## src/rtl/mem_arb_pkg.sv

```systemverilog
// Shared types for the SRAM port arbiter: requester ids carried in the read
// tag pipeline and the ownership states of the arbiter FSM.
package mem_arb_pkg;

  typedef enum logic [1:0] {
    REQ_IF = 2'd0,
    REQ_D  = 2'd1,
    REQ_P  = 2'd2
  } req_id_e;

  typedef enum logic [1:0] {
    NORMAL  = 2'd0,
    DRAIN   = 2'd1,
    PROG    = 2'd2,
    RELEASE = 2'd3
  } arb_state_e;

endpackage

```

## src/rtl/mem_arb_rr2.sv

```systemverilog
// Two-requester round-robin grant; the pointer moves only when a grant is issued.
// Latency: grant is combinational from req/en in the same cycle.
// Backpressure: an ungranted requester waits at most one granted cycle of the other.
module mem_arb_rr2 (
  input  logic clk,
  input  logic rst_n,
  input  logic en,
  input  logic clr,
  input  logic req_a,
  input  logic req_b,
  output logic gnt_a,
  output logic gnt_b
);

  // prio_b_q=1 means requester b wins a tie; reset and clr favour a.
  logic prio_b_q;
  logic prio_b_d;

  // Tie-break on the pointer, then advance it past whoever was granted.
  always_comb begin
    gnt_a    = en && req_a && (!req_b || !prio_b_q);
    gnt_b    = en && req_b && (!req_a ||  prio_b_q);
    prio_b_d = prio_b_q;
    if (clr) begin
      prio_b_d = 1'b0;
    end else if (gnt_a) begin
      prio_b_d = 1'b1;
    end else if (gnt_b) begin
      prio_b_d = 1'b0;
    end
  end

  // Pointer register.
  always_ff @(posedge clk or negedge rst_n) begin
    if (!rst_n) begin
      prio_b_q <= 1'b0;
    end else begin
      prio_b_q <= prio_b_d;
    end
  end

endmodule

```

## src/rtl/mem_port_arbiter.sv

```systemverilog
// Shares one single-port SRAM between CPU fetch, CPU data and the JTAG programmer.
// Latency: gnt in cycle N, mem_* driven in N+1, tagged rvalid with mem_rdata in N+2.
// Backpressure: requesters hold req until gnt; programming mode drains and holds the CPU.
module mem_port_arbiter
  import mem_arb_pkg::*;
#(
  parameter int ADDR_WIDTH = 6,
  parameter int DATA_WIDTH = 32
) (
  input  logic                      clk,
  input  logic                      rst_n,
  input  logic                      prog_mode,
  input  logic                      if_req,
  input  logic [ADDR_WIDTH-1:0]     if_addr,
  output logic                      if_gnt,
  output logic                      if_rvalid,
  output logic [DATA_WIDTH-1:0]     if_rdata,
  input  logic                      d_req,
  input  logic                      d_we,
  input  logic [DATA_WIDTH/8-1:0]   d_be,
  input  logic [ADDR_WIDTH-1:0]     d_addr,
  input  logic [DATA_WIDTH-1:0]     d_wdata,
  output logic                      d_gnt,
  output logic                      d_rvalid,
  output logic [DATA_WIDTH-1:0]     d_rdata,
  input  logic                      p_req,
  input  logic                      p_we,
  input  logic [ADDR_WIDTH-1:0]     p_addr,
  input  logic [DATA_WIDTH-1:0]     p_wdata,
  output logic                      p_gnt,
  output logic                      p_rvalid,
  output logic [DATA_WIDTH-1:0]     p_rdata,
  output logic                      mem_en,
  output logic [DATA_WIDTH/8-1:0]   mem_we,
  output logic [ADDR_WIDTH-1:0]     mem_addr,
  output logic [DATA_WIDTH-1:0]     mem_wdata,
  input  logic [DATA_WIDTH-1:0]     mem_rdata,
  output logic                      cpu_hold
);

  localparam int NBYTES = DATA_WIDTH / 8;

  arb_state_e state_q, state_d;

  // Memory stage: the request accepted last cycle, presented to the SRAM.
  logic                  mem_en_q, mem_en_d;
  logic [NBYTES-1:0]     mem_we_q, mem_we_d;
  logic [ADDR_WIDTH-1:0] mem_addr_q, mem_addr_d;
  logic [DATA_WIDTH-1:0] mem_wdata_q, mem_wdata_d;

  // Read tag pipeline: s1 rides with the memory stage, s2 with the returned data.
  logic    s1_rd_q, s1_rd_d;
  req_id_e s1_id_q, s1_id_d;
  logic    s2_vld_q, s2_vld_d;
  req_id_e s2_id_q, s2_id_d;

  logic cpu_en;
  logic p_en;
  logic rr_clr;
  logic pipe_empty;

  assign pipe_empty = !mem_en_q && !s1_rd_q && !s2_vld_q;

  // Ownership FSM: who may be granted this cycle and when ownership moves.
  always_comb begin
    state_d = state_q;
    cpu_en  = 1'b0;
    p_en    = 1'b0;
    rr_clr  = 1'b0;
    case (state_q)
      NORMAL: begin
        if (prog_mode) state_d = DRAIN;
        else           cpu_en  = 1'b1;
      end
      DRAIN: begin
        if (pipe_empty) state_d = prog_mode ? PROG : RELEASE;
      end
      PROG: begin
        if (!prog_mode) state_d = RELEASE;
        else            p_en    = 1'b1;
      end
      RELEASE: begin
        if (pipe_empty) begin
          state_d = NORMAL;
          rr_clr  = 1'b1;
        end
      end
      default: state_d = NORMAL;
    endcase
    cpu_hold = (state_q != NORMAL) || prog_mode;
  end

  // Grants are suppressed while reset is asserted so no handshake completes into a
  // pipeline that is being cleared.
  mem_arb_rr2 u_rr (
    .clk   (clk),
    .rst_n (rst_n),
    .en    (cpu_en && rst_n),
    .clr   (rr_clr),
    .req_a (if_req),
    .req_b (d_req),
    .gnt_a (if_gnt),
    .gnt_b (d_gnt)
  );

  assign p_gnt = p_en && p_req && rst_n;

  // Build the next memory-stage access and read tag from whichever port was granted.
  // A data write with no byte enables is accepted but never touches the SRAM.
  always_comb begin
    mem_en_d    = 1'b0;
    mem_we_d    = '0;
    mem_addr_d  = mem_addr_q;
    mem_wdata_d = mem_wdata_q;
    s1_rd_d     = 1'b0;
    s1_id_d     = REQ_IF;
    if (if_gnt) begin
      mem_en_d   = 1'b1;
      mem_addr_d = if_addr;
      s1_rd_d    = 1'b1;
      s1_id_d    = REQ_IF;
    end else if (d_gnt) begin
      mem_addr_d = d_addr;
      if (d_we) begin
        mem_en_d    = |d_be;
        mem_we_d    = d_be;
        mem_wdata_d = d_wdata;
      end else begin
        mem_en_d = 1'b1;
        s1_rd_d  = 1'b1;
        s1_id_d  = REQ_D;
      end
    end else if (p_gnt) begin
      mem_en_d   = 1'b1;
      mem_addr_d = p_addr;
      if (p_we) begin
        mem_we_d    = '1;
        mem_wdata_d = p_wdata;
      end else begin
        s1_rd_d = 1'b1;
        s1_id_d = REQ_P;
      end
    end
    s2_vld_d = s1_rd_q;
    s2_id_d  = s1_id_q;
  end

  // State, memory stage and tag pipeline registers; reset discards in-flight reads.
  always_ff @(posedge clk or negedge rst_n) begin
    if (!rst_n) begin
      state_q     <= NORMAL;
      mem_en_q    <= 1'b0;
      mem_we_q    <= '0;
      mem_addr_q  <= '0;
      mem_wdata_q <= '0;
      s1_rd_q     <= 1'b0;
      s1_id_q     <= REQ_IF;
      s2_vld_q    <= 1'b0;
      s2_id_q     <= REQ_IF;
    end else begin
      state_q     <= state_d;
      mem_en_q    <= mem_en_d;
      mem_we_q    <= mem_we_d;
      mem_addr_q  <= mem_addr_d;
      mem_wdata_q <= mem_wdata_d;
      s1_rd_q     <= s1_rd_d;
      s1_id_q     <= s1_id_d;
      s2_vld_q    <= s2_vld_d;
      s2_id_q     <= s2_id_d;
    end
  end

  assign mem_en    = mem_en_q;
  assign mem_we    = mem_we_q;
  assign mem_addr  = mem_addr_q;
  assign mem_wdata = mem_wdata_q;

  // The SRAM output register is shared by all ports; rvalid says whose it is.
  assign if_rvalid = s2_vld_q && (s2_id_q == REQ_IF);
  assign d_rvalid  = s2_vld_q && (s2_id_q == REQ_D);
  assign p_rvalid  = s2_vld_q && (s2_id_q == REQ_P);
  assign if_rdata  = mem_rdata;
  assign d_rdata   = mem_rdata;
  assign p_rdata   = mem_rdata;

endmodule

```

## config.mk

```make
export PLATFORM = sky130hd
export DESIGN_NAME = mem_port_arbiter
export DESIGN_NICKNAME = d
export VERILOG_FILES = /design/src/rtl/mem_arb_pkg.sv /design/src/rtl/mem_arb_rr2.sv /design/src/rtl/mem_port_arbiter.sv
export SDC_FILE = /design/constraint.sdc
export NUM_CORES = 1
export LEC_CHECK = 0
export CORE_ASPECT_RATIO = 0.5
export CORE_MARGIN = 5
export CORE_UTILIZATION = 33
export DETAILED_ROUTE_END_ITERATION = 8
export GPL_TIMING_DRIVEN = 1
export PLACE_DENSITY = 0.83
export SETUP_SLACK_MARGIN = 0.05
export SLEW_MARGIN = 20
export SYNTH_ARGS = -nofsm -noshare
export SYNTH_HDL_FRONTEND = slang
export SYNTH_HIERARCHICAL = 1
export SYNTH_SLANG_ARGS = --single-unit
```

## constraint.sdc

```tcl
create_clock -name clk -period 2.5 [get_ports clk]
set_input_delay 0.75 -clock clk [delete_from_list [all_inputs] [get_ports clk]]
set_output_delay 0.75 -clock clk [all_outputs]
set_load 0.005 [all_outputs]
```

==> out/results.ini, run 1 <==
[final_layout]
nets = 511
final_layout_size_suffix_gt1_frac = 0.2147
area_growth_pct = 40.29
num-fill-cells = 833
n_antenna_cell = 0
layoutNonFillerInstCount = 517
post-route-util = 0.4755

[worst_setup_path]
crit_slowest_cell = clkdlybuf4s50_1
worstPathArrival_ps = 1670
cp_max_fo = 2
cp.required_ps = 1750
critPathMaxStageDelay_ps = 470
start_kind = input port
critPathCaptureType = output port
crit_family = buffers and inverters
worstSetupPathType = input port to output port
path_cells = clkdlybuf4s50_1 > and4_1 > clkdlybuf4s15_1
worstPathBufferInverterCount = 2
crit_cells = 3
r2r_cells = 12

[power_and_ir_drop]
p_per_area_mw_per_mm2 = 876.8
peakVddDrop_v = 0.0003601
p_leak_uw = 0.001772

[detailed_routing]
wl_um = 9569
drt-initial-drc-count = 194
drcViolationCount = 0
routedWlPerCell_um = 18.51
viasPerCell = 4.884
first_pass_iters = 4
antenna_left = 0
vias = 2525

[clock_network]
numCtsBuffers = 5
path_clk_slew_ps = 70
root_buffer = clkbuf_16
cts_sinks = 52
clock_path_buffers = 2
htreeDepth = 2
cts_tree = built
cts.hold.buffers_added = 0
clk_latency_ps = 290

[global_routing]
grt_pass1_wl_um = 14280
grt_overflow_total = 0
antenna_found_initial = 0
grt_max_degree = 51
grt_use_total = 0.1524
grt_pass1_vias = 2639

[timing]
skew_ps = 4.030
setup_viol = 0
relSlewSlack = 0.6890
max_freq_mhz = 413.6
slew_violations = 0
finalSetupTns_ps = 0
rsz0062_at_grt = no
finalCritPeriodShare = 0.9672
fin_crit_ps = 2418
setup_ws_ps = 81.97
worstMarginPinSlew_ps = 465.0
hold_viol = 0

[logic_synthesis]
synth.most_common_cell = buf_4
yosysTopAreaCell = dfrtp_1
syn_area_per_cell_um2 = 10.20
synth_fp_nets = 444
synth.top_cell.area_share = 0.4064
netlist_area_mm2 = 0.003202
yosysWarnings = 6
netlist_instances = 314
synth_ff_type = dfrtp_1
synth_edf_count = 0
synthTopCellsByCount = buf_4 (99), dfrtp_1 (52), o221a_2 (32), or3_1 (32), nand2_1 (15)
synth_cell_types = 33
synth_seq_cells = 52
synth_seq_area_share = 0.4064
async_reset_ff_frac = 1.000
netlist_top_cells_area = dfrtp_1 (41%), buf_4 (23%), o221a_2 (11%)

[die]
io_pins = 272
num_rows = 25
die_w_um = 149.3
start_util = 0.3389
chipHeight_um = 79.65
core_area_mm2 = 0.009447
die-area_mm2 = 0.01189

[worst_hold_path]
hold_class = flop to flop
whs_path_depth = 0

[placement]
io_buffers = 143
placed_cells = 504
dp_hpwl_um = 7294
post-place-ws_ps = -603.4
place.gp.congestion = 0.8000

[outcome]
outcome = finished clean

[job]
cap_violations = 0

-- routing by layer --
| layer | up-vias | routed length (um) | GRT usage |
|---|---|---|---|
| met5 | - | 0 | 0 |
| met4 | 0 | 365 | 0.07671 |
| met3 | 43 | 487 | 0.02836 |
| met2 | 99 | 5276 | 0.2785 |
| met1 | 1219 | 3440 | 0.1717 |
| li1 | 1164 | - | - |
-- cell usage in the layout, fill, tap and decap left out, types with 3 or more instances in the layout --
| cell type | instances |
|---|---|
| o31ai_1 | 6 |
| clkbuf_16 | 5 |
| nor2_1 | 7 |
| o21ai_0 | 3 |
| nand2b_1 | 3 |
| nor3b_1 | 3 |
| ha_1 | 4 |
| buf_4 | 21 |
| a21oi_1 | 5 |
| clkdlybuf4s50_1 | 136 |
| buf_12 | 4 |
| o221a_2 | 32 |
| or3_1 | 32 |
| dfrtp_1 | 52 |
| a211oi_1 | 6 |
| buf_6 | 4 |
| nand2_1 | 13 |
| nor2b_1 | 6 |
| inv_1 | 6 |
-- through the flow --
step	hold slack, ps	total power (uW)	instance area (um2)
2_1_floorplan	331.2	2162	3206
3_3_place_gp	331.3	3107	4222
3_5_place_dp	344.1	3165	4237
4_1_cts	359.3	3962	4453
5_1_grt	373.7	4152	4492
6_report	354.7	3939	4492
-- power breakdown --
part | total [uW] | switching (uW) | internal, uW
sequential | 1410 | 212 | 1190
combinational | 1760 | 561 | 1200
clock | 770 | 299 | 471
total | 3940 | 1070 | 2870
-- timing repair --
action | in CTS | in global routing
buffers inserted | 4 | 1
gates resized for setup | 18 | 9
pin swaps | 3 | 1
setup endpoints to repair | 40 | 35
gates cloned | 0 | 0
-- cell families after synthesis --
kind of cell | synth area share
AO/OA/AOI/OAI | 0.1762
AND/OR/NAND/NOR | 0.1399
buffers and inverters | 0.2552
multiplexers | 0.006643
flip-flops | 0.4064
adder cells (fa/ha/maj) | 0.01563
-- sequential cells by signal (all words and copies together) (netlist names) --
register	cells
s1_rd_q	1
s2_id_q	2
mem_we	4
mem_addr	6
s2_vld_q	1
s1_id_q	2
u_rr/prio_b_q	1
state_q	2
mem_en	1
mem_wdata	32
-- final timing paths --
path | slack, ps | from | endpoint
max | 80 | p_req | p_gnt
min | 350 | s1_id_q[0] | s2_id_q[0]
min reg2reg | 350 | s1_id_q[0] | s2_id_q[0]
max reg2reg | 250 | state_q[1] | mem_wdata[12]
min in group asynchronous | 430 | rst_n | mem_addr[4]
max in group asynchronous | 1310 | rst_n | mem_wdata[18]
-- cell type report --
| class | instances | area (um2) | area share |
|---|---|---|---|
| Clock buffer | 6 | 128.9 | 0.02869 |
| Clock inverter | 2 | 35.03 | 0.007799 |
| Tap cell | 135 | 168.9 | 0.03760 |
| Multi-Input combinational cell | 144 | 1129 | 0.2513 |
| Sequential cell | 52 | 1301 | 0.2897 |
| Inverter | 6 | 22.52 | 0.005014 |
| Timing Repair Buffer | 172 | 1707 | 0.3799 |
No activity file was read; power rests on OpenSTA's default activity.
==> run 2, diff against run 1 <==
--- a/config.mk
+++ b/config.mk
@@ -6,7 +6,7 @@
 export NUM_CORES = 1
 export LEC_CHECK = 0
 export CORE_ASPECT_RATIO = 0.5
-export CORE_MARGIN = 5
+export CORE_MARGIN = 2
 export CORE_UTILIZATION = 33
 export DETAILED_ROUTE_END_ITERATION = 8
 export GPL_TIMING_DRIVEN = 1
==> run 2 against run 1 <==
Against the previous run: clock-buffer cell count unchanged; via count decreased by 0.12%; critical path depth increased by 4; routed wire length decreased by 1.1%; non-clock buffer count decreased by 2; clock power decreased by 0.9%; core utilization decreased by 0.33 points; critical path type unchanged; largest cell class unchanged.
==> out/results.ini, run 2 (synthesis gave the netlist of run 1 again) <==
[worst_setup_path]
start_kind = input port
worstPathArrival_ps = 1630  ; -40 ps
critPathMaxStageDelay_ps = 180  ; -290 ps
worstPathBufferInverterCount = 3  ; +1
crit_cells = 7  ; +4
crit_slowest_cell = clkdlybuf4s15_1
critPathCaptureType = output port
cp_max_fo = 3  ; +1
worstSetupPathType = input port to output port
r2r_cells = 13  ; +1
r2r-end = mem_wdata[4]
r2r-start = state_q[0]
cp.required_ps = 1750  ; about the same
path_cells = clkdlybuf4s15_1 > nand2b_4 > nor2_4 > buf_6 > nand2_4 > a21oi_4 > buf_2
reg2reg_slack_ps = 240  ; about the same
crit_family = buffers and inverters

[clock_network]
clk_latency_ps = 290  ; about the same
cts_sinks = 52  ; unchanged
path_clk_slew_ps = 60  ; about the same
cts.hold.buffers_added = 0  ; unchanged
clock_path_buffers = 2  ; unchanged
htreeDepth = 2  ; unchanged
numCtsBuffers = 5  ; unchanged
cts_tree = built
root_buffer = clkbuf_16

[die]
die_w_um = 143.3  ; -4.0%
io_pins = 272  ; unchanged
die-area_mm2 = 0.01055  ; -11%
core_area_mm2 = 0.009447  ; unchanged
start_util = 0.3389  ; unchanged
num_rows = 25  ; unchanged
chipHeight_um = 73.65  ; -7.5%

[final_layout]
layout_commonest_cell = clkdlybuf4s50_1
largest_reg_flops = 32  ; unchanged
final_cell_mix = clkdlybuf4s50_1 (134), dfrtp_1 (52), or3_1 (32), o221a_2 (32), buf_4 (23)
n_antenna_cell = 0  ; unchanged
area_growth_pct = 39.31
finish.instance_area_mm2 = 0.004461  ; -0.70%
nets = 509  ; -0.39%
final_layout_size_suffix_gt1_frac = 0.2158  ; +0.001130

[timing]
setup_viol = 0  ; unchanged
skew_ps = 5.754  ; +1.725 ps
finalCritPeriodShare = 0.9530  ; -0.01425
fin_crit_ps = 2382  ; -35.63 ps
slew_violations = 0  ; unchanged
worstMarginPinSlew_ps = 478.4  ; +13.38 ps
rsz0062_at_grt = no
hold_viol = 0  ; unchanged
setup_ws_ps = 117.6  ; +35.63 ps
relSlewSlack = 0.6811  ; -0.007962
finalSetupTns_ps = 0  ; unchanged
max_freq_mhz = 419.7  ; +1.5%

[detailed_routing]
viasPerCell = 4.897  ; +0.27%
wl_um = 9465  ; -1.1%
drcViolationCount = 0  ; unchanged
drt-initial-drc-count = 223  ; +15%
vias = 2522  ; -0.12%
antenna_left = 0  ; unchanged
routedWlPerCell_um = 18.38  ; -0.70%
first_pass_iters = 4  ; unchanged

[placement]
place_area_mm2 = 0.004237  ; unchanged
io_buffers = 143  ; unchanged
post-place-ws_ps = -625.2  ; -21.79 ps
dp_hpwl_um = 7088  ; -2.8%
place.gp.congestion = 0.8033  ; +0.41%

[power_and_ir_drop]
p_leak_uw = 0.001787  ; +0.90%
total_power_uw = 3915  ; -0.59%
p_per_area_mw_per_mm2 = 877.8  ; +0.11%
peakVddDrop_v = 0.0003332  ; -7.5%

[outcome]
outcome = finished clean

[global_routing]
grt_use_total = 0.1747  ; +0.02237
grt_max_degree = 38  ; -25%
grt_overflow_total = 0  ; unchanged
grt_pass1_wl_um = 14080  ; -1.4%
antenna_found_initial = 0  ; unchanged
grt_pass1_vias = 2421  ; -8.3%

[job]
cap_violations = 0  ; unchanged

[worst_hold_path]
hold_class = flop to flop
min_to = s2_id_q[1]
whs_path_depth = 0  ; unchanged
hp-start = s1_id_q[1]

==> run 2: changes by cell type in the layout (fill, tap and decap cells not counted), sizes merged <==
cell and change:
dlygate4sd2 +1, dlymetal6s2s +2, buf -2, clkdlybuf4s15 -1
clkdlybuf4s50 -2
==> run 2: what timing repair did <==
action	4_1_cts	5_1_grt
gates resized for setup	21	5
endpoints found under the hold margin	0	0
buffers inserted	3	0
pin swaps	2	1
setup endpoints to repair	36	33
==> run 2: metal layers <==
layer,share of wire,track usage
met5,0,0
met4,0.027,0.07081
met3,0.057,0.04759
met2,0.53,0.2998
met1,0.39,0.2119
==> run 2: power breakdown <==
| group | leakage (uW) | internal [uW] | switching [uW] |
|---|---|---|---|
| registers | 0.000626 | 1190 | 214 |
| clock network | 0.0000808 | 471 | 292 |
| logic | 0.00108 | 1190 | 552 |
==> run 2: worst max path at each step <==
stage / end / start
floorplan: mem_wdata[0] / prog_mode
global placement: mem_wdata[10] / prog_mode
detailed placement: if_gnt / prog_mode
CTS: if_gnt / if_req
global route: if_gnt / prog_mode
finish: if_gnt / prog_mode
==> run 2: stage by stage <==
stage          hold slack [ps]  cells    util
2_1_floorplan            331.2    314       -
3_3_place_gp             334.8    503  0.4469
3_5_place_dp             334.7    504  0.4485
4_1_cts                  349.2    515  0.4707
5_1_grt                  351.9    515  0.4722
6_report                 348.8    515  0.4722
==> run 2: cell type report <==
cell class	count	area (um2)
clock buffer	6	128.9
clock inverter	2	35.03
fill	855	4986
inverter	6	22.52
multi-input combinational	144	1147
sequential	52	1301
tap	135	168.9
timing repair buffer	170	1657
